File: src/rtl/ifu_fetch_ctrl_pkg.sv
// Shared constants for the IFU fetch sequencer: RV32 opcodes and widths.
package ifu_fetch_ctrl_pkg;

   localparam int         XLEN_DEF   = 32;
   localparam int         INST_W     = 32;
   localparam logic [6:0] OPC_JAL    = 7'b1101111;
   localparam logic [6:0] OPC_BRANCH = 7'b1100011;

endpackage

File: src/rtl/ifu_fetch_ctrl_bpu.sv
// Static branch predictor: JAL always taken, conditional branches taken
// only when backward (negative offset), everything else falls through.
module ifu_fetch_ctrl_bpu
   import ifu_fetch_ctrl_pkg::*;
#(
   parameter int XLEN = XLEN_DEF
) (
   input  logic [XLEN-1:0]   i_pc,
   input  logic [6:0]        i_opcode,
   input  logic [INST_W-1:0] i_imm,
   output logic [XLEN-1:0]   o_pred_pc
);

   logic [XLEN-1:0] w_imm_x;
   logic            w_taken;

   // Sign-extend the decoded offset to the PC width.
   assign w_imm_x = XLEN'($signed(i_imm));

   // Backward-taken / forward-not-taken decision.
   always_comb begin
      w_taken = 1'b0;
      if (i_opcode == OPC_JAL) begin
         w_taken = 1'b1;
      end else if (i_opcode == OPC_BRANCH) begin
         w_taken = i_imm[INST_W-1];
      end
   end

   assign o_pred_pc = w_taken ? (i_pc + w_imm_x) : (i_pc + XLEN'(4));

endmodule

File: src/rtl/ifu_fetch_ctrl.sv
// IFU fetch sequencer: owns the fetch PC, issues one imem request at a
// time, follows the static predictor and buffers one instruction for decode.
module ifu_fetch_ctrl
   import ifu_fetch_ctrl_pkg::*;
#(
   parameter int              XLEN     = XLEN_DEF,
   parameter logic [XLEN-1:0] RESET_PC = '0
) (
   input  logic              clk,
   input  logic              rst,
   output logic              imem_req,
   output logic [XLEN-1:0]   imem_addr,
   input  logic              imem_ack,
   input  logic [INST_W-1:0] imem_rdata,
   input  logic              redirect_valid,
   input  logic [XLEN-1:0]   redirect_pc,
   input  logic              id_ready,
   output logic              if_valid,
   output logic [INST_W-1:0] if_inst,
   output logic [XLEN-1:0]   if_pc,
   output logic [XLEN-1:0]   if_pred_pc,
   output logic              if_pred_taken
);

   typedef enum logic [1:0] {
      ST_IDLE = 2'd0,
      ST_REQ  = 2'd1,
      ST_DROP = 2'd2
   } state_t;

   state_t            r_state;
   state_t            w_state_nxt;
   logic [XLEN-1:0]   r_pc;
   logic [XLEN-1:0]   w_pc_nxt;
   logic              w_load;
   logic              w_clear;
   logic              w_slot_free;
   logic [XLEN-1:0]   w_redir_pc;
   logic [INST_W-1:0] w_imm;
   logic [XLEN-1:0]   w_pred_pc;
   logic              w_pred_taken;

   logic              r_if_valid;
   logic [INST_W-1:0] r_if_inst;
   logic [XLEN-1:0]   r_if_pc;
   logic [XLEN-1:0]   r_if_pred_pc;
   logic              r_if_pred_taken;

   assign w_slot_free  = !r_if_valid || id_ready;
   assign w_redir_pc   = redirect_pc & ~XLEN'(3);
   assign w_pred_taken = (w_pred_pc != (r_pc + XLEN'(4)));

   // Branch/jump offset extraction from the returning instruction word.
   always_comb begin
      w_imm = '0;
      case (imem_rdata[6:0])
         OPC_JAL:    w_imm = {{11{imem_rdata[31]}}, imem_rdata[31], imem_rdata[19:12],
                              imem_rdata[20], imem_rdata[30:21], 1'b0};
         OPC_BRANCH: w_imm = {{19{imem_rdata[31]}}, imem_rdata[31], imem_rdata[7],
                              imem_rdata[30:25], imem_rdata[11:8], 1'b0};
         default:    w_imm = '0;
      endcase
   end

   ifu_fetch_ctrl_bpu #(
      .XLEN (XLEN)
   ) u_bpu (
      .i_pc      (r_pc),
      .i_opcode  (imem_rdata[6:0]),
      .i_imm     (w_imm),
      .o_pred_pc (w_pred_pc)
   );

   // Next-state, next-PC and buffer load/clear decisions.
   always_comb begin
      w_state_nxt = r_state;
      w_pc_nxt    = r_pc;
      w_load      = 1'b0;
      w_clear     = 1'b0;
      case (r_state)
         ST_IDLE: begin
            if (redirect_valid) begin
               w_pc_nxt = w_redir_pc;
               w_clear  = 1'b1;
            end else if (w_slot_free) begin
               w_state_nxt = ST_REQ;
            end
         end
         ST_REQ: begin
            if (redirect_valid) begin
               // An ack in the redirect cycle belongs to the wrong path.
               w_pc_nxt    = w_redir_pc;
               w_clear     = 1'b1;
               w_state_nxt = imem_ack ? ST_IDLE : ST_DROP;
            end else if (imem_ack) begin
               w_load      = 1'b1;
               w_pc_nxt    = w_pred_pc;
               w_state_nxt = ST_IDLE;
            end
         end
         ST_DROP: begin
            if (redirect_valid) begin
               w_pc_nxt = w_redir_pc;
               w_clear  = 1'b1;
            end
            if (imem_ack) begin
               w_state_nxt = ST_IDLE;
            end
         end
         default: w_state_nxt = ST_IDLE;
      endcase
   end

   // FSM state and fetch PC registers.
   always_ff @(posedge clk) begin
      if (rst) begin
         r_state <= ST_IDLE;
         r_pc    <= RESET_PC;
      end else begin
         r_state <= w_state_nxt;
         r_pc    <= w_pc_nxt;
      end
   end

   // One-entry decode buffer; a redirect wins over a decode accept.
   always_ff @(posedge clk) begin
      if (rst) begin
         r_if_valid      <= 1'b0;
         r_if_inst       <= '0;
         r_if_pc         <= '0;
         r_if_pred_pc    <= '0;
         r_if_pred_taken <= 1'b0;
      end else if (w_clear) begin
         r_if_valid <= 1'b0;
      end else if (w_load) begin
         r_if_valid      <= 1'b1;
         r_if_inst       <= imem_rdata;
         r_if_pc         <= r_pc;
         r_if_pred_pc    <= w_pred_pc;
         r_if_pred_taken <= w_pred_taken;
      end else if (r_if_valid && id_ready) begin
         r_if_valid <= 1'b0;
      end
   end

   // REQ is only entered with a free slot, so a load never finds it full.
   always_ff @(posedge clk) begin
      if (!rst && w_load) begin
         assert (!r_if_valid);
      end
   end

   assign imem_req      = (r_state != ST_IDLE);
   assign imem_addr     = r_pc;
   assign if_valid      = r_if_valid;
   assign if_inst       = r_if_inst;
   assign if_pc         = r_if_pc;
   assign if_pred_pc    = r_if_pred_pc;
   assign if_pred_taken = r_if_pred_taken;

endmodule

File: config.mk
export PLATFORM = sky130hd
export DESIGN_NAME = ifu_fetch_ctrl
export DESIGN_NICKNAME = d
export VERILOG_FILES = /design/src/rtl/ifu_fetch_ctrl_pkg.sv /design/src/rtl/ifu_fetch_ctrl_bpu.sv /design/src/rtl/ifu_fetch_ctrl.sv
export SDC_FILE = /design/constraint.sdc
export NUM_CORES = 1
export LEC_CHECK = 0
export ABC_AREA = 0
export CAP_MARGIN = 20
export CORE_MARGIN = 2
export CORE_UTILIZATION = 39
export CTS_BUF_LIST = sky130_fd_sc_hd__clkbuf_8
export DETAILED_ROUTE_END_ITERATION = 7
export GPL_TIMING_DRIVEN = 0
export PLACE_DENSITY_LB_ADDON = 0.2
export SLEW_MARGIN = 20
export SYNTH_ARGS = -nofsm -noshare
export SYNTH_HDL_FRONTEND = slang
export SYNTH_SLANG_ARGS = --single-unit
File: constraint.sdc
create_clock -name clk -period 5.44 [get_ports clk]
set_clock_uncertainty 0.05 [all_clocks]
set_input_delay 0.544 -clock clk [delete_from_list [all_inputs] [get_ports clk]]
set_output_delay 0.544 -clock clk [all_outputs]
set_load 0.01 [all_outputs]
==> qor.txt <==
outcome - finished, final reports clean
Routed Antenna Nets - 0
worst vdd ir - 0.144 mV
CP Buf/Inv Count - 2
most common cell after layout, fill and taps aside - nand2_1
Most common cell on crit path - nand2_1
critical path required time - 5740 ps
Max-slew headroom - 37.7%
drt pass-1 iters - 5
Final setup violation count - 0
Hold Slack - 406 ps
Worst R2R End - imem_addr[29]
DP HPWL - 23,600 um
Nets - 1,403
Seq/Total Area, Yosys - 32.3%
R2R cell count - 11
R2R Setup Slk - 1690 ps
Yosys cell types - 76
HP Class - flop to flop
Starting DRT DRC Count - 644
hold path depth - 2
Root Driver - clkbuf_8
reg2reg start - imem_addr[1]
Final period util - 87.3%
most frequent cells in the layout - nand2_1 (231), clkdlybuf4s50_1 (194), a21oi_1 (137)
vias per cell - 5.59
Die Y - 147 um
Arrival @ worst endpoint - 5050 ps
area share of the largest cell type after synthesis - 32.3%
Area Overhead vs Synth - 33.9%
Fin. Hold Viols - 0
die area - 0.0217 mm2
endpoint class of the critical path - flop
register bit total from synthesis - 129
min Tclk post-route - 4750 ps
pre-CTS WS - 290 ps
CTS H-tree depth - 4
Slew Viols, Final - 0
total CTS buffers - 17
top cells by area in the synthesized netlist - dfxtp_1 (32%), nand2_1 (11%), a21oi_1 (8.6%), nor2_1 (4.4%), ha_1 (3.1%)
Post-CTS Resized - 0
critical path, cell by cell - clkdlybuf4s50_1 > and4b_1 > buf_2 > nand2_1 > nor2_1 > a21o_1 > ha_1 > a21oi_1 > nand2_1 > a221oi_1 > nand2_1 > xnor3_1 > a2111o_1 > or4_1 > nor4_2 > a31oi_1
vias - 8,915
Synth Cell Area - 0.00801 mm2
starting density of the core - 39.7%
slowest stage delay, CP - 470 ps
clk sinks - 129
maximum fanout along the worst path - 8
vias in the first global route - 8,190
Setup CP Type - input pin to flop
CP Launch Type - input pin
RSZ-0062 raised after global routing - false
PwrDens - 221 mW/mm2
Avg Synthesized Cell Area - 7.29 um2
Setup Buffers After CTS - 0
Port Buffers - 194
Top-Level Pins - 200
share of cells above drive strength 1 - 5.35%
WL per Instance - 19.0 um
Overflow after GRT - 0
hold path startpoint - if_inst[0]
placer congestion estimate - 0.943
Post-DP Area - 0.0103 mm2
initial antenna violation count - 0
post-synthesis async set-or-reset flop share - 0%
Max Cap Viol - 0
Worst-Margin Slew - 934 ps
ANT cells - 0
Hold Buf Count CTS - 0
Crit path max-delay family - simple AND/OR/NAND/NOR gates
largest net degree at the start of global routing - 17
WHS Endpoint - if_inst[0]
CTS tree - yes
fmax - 0.211 GHz
DIE WIDTH - 147 um
cells after synthesis - 1,098
total wire length - 30,400 um
setup tns final - 0 ps
Max clock buf depth - 2
clk_lat worst skew - 460 ps
fin util - 53.2%
DRC - 0
final instance area - 0.0107 mm2
final setup margin - 692 ps
Leakage - 0.00384 uW
gr usage total - 27.5%
row cnt - 52
first-pass GRT wire length - 46,400 um
post-synth top area cell - dfxtp_1
core area - 0.0202 mm2
Top FF cell, synth - dfxtp_1
synth warn - 0
CTS clk-pin slew, worst paths - 90 ps
slowest CP cell - clkdlybuf4s50_1
EDFF count, synth - 0
## flip-flops by register name, summed over array words and instances (netlist names)
signal,count
if_inst,32
if_pc,31
if_pred_pc,31
imem_addr,31
r_state,2
if_pred_taken,1
if_valid,1
## metrics by stage
step | instances | total power, uW
after global placement | 1564 | 1460
after floorplan | 1100 | 1250
after detailed placement | 1564 | 1460
after CTS | 1596 | 2370
after global routing | 1596 | 2460
final | 1596 | 2370
## cell families (layout without fill, tap and decap cells)
family	after synthesis	after routing	synth area share, %
other cells	1	3	0.0468
xor+xnor	58	58	6.88
compound gates	311	311	24.0
mux	12	12	1.55
buf+inv	93	319	4.77
fa+ha+maj	21	21	3.38
flops	129	129	32.3
simple gates	473	473	27.1
## worst reg2reg max path, stage by stage, from the launching register on
cell and delay (ps):
dfxtp_1 390, ha_1 270, fa_1 420, a211oi_2 350
o211ai_1 220, a211oi_2 350, nor4_1 150, or4_1 570
o311ai_1 120, nand2_1 170, or4_1 440, a31oi_1 170
## where the power goes
group	switching (uW)	total, uW	internal (uW)
sequential	43.2	1020	973
combinational	244	432	189
clock	449	916	467
## worst max path at each step
stage                  start       endpoint  cells after the start
2_1_floorplan  imem_rdata[4]  if_pred_taken                     15
5_1_grt        imem_rdata[2]  if_pred_taken                     15
3_5_place_dp   imem_rdata[1]  if_pred_taken                     16
6_report       imem_rdata[1]  if_pred_taken                     16
4_1_cts        imem_rdata[1]  if_pred_taken                     16
3_3_place_gp   imem_rdata[1]  if_pred_taken                     16
## cells in the mapped netlist, types with 13 or more instances
cell type / n
nor3_1: 17
ha_1: 20
a31oi_1: 14
nand4_1: 13
a21o_1: 13
dfxtp_1: 129
nand3_1: 38
o211ai_1: 15
clkbuf_1: 62
xnor2_1: 28
nand2_1: 231
nor2_1: 93
xor2_1: 26
and3_1: 16
o21ai_0: 46
a21oi_1: 137
and2_1: 13
a211oi_1: 19
## cell type report
class,instances,area [um2]
fill,2030,9450
multi-input combinational,878,5050
sequential,129,2580
timing repair buffer,194,1940
buffer,83,344
tap,270,338
clock buffer,17,234
clock inverter,15,195
inverter,10,37.5
## layer usage
layer / global-route usage, % / part of all wire (%)
met2: 45.0 / 47
met1: 36.8 / 43
met4: 8.85 / 2.7
met3: 4.81 / 7.0
met5: 0 / 0
(Power assumes the default switching activity.)
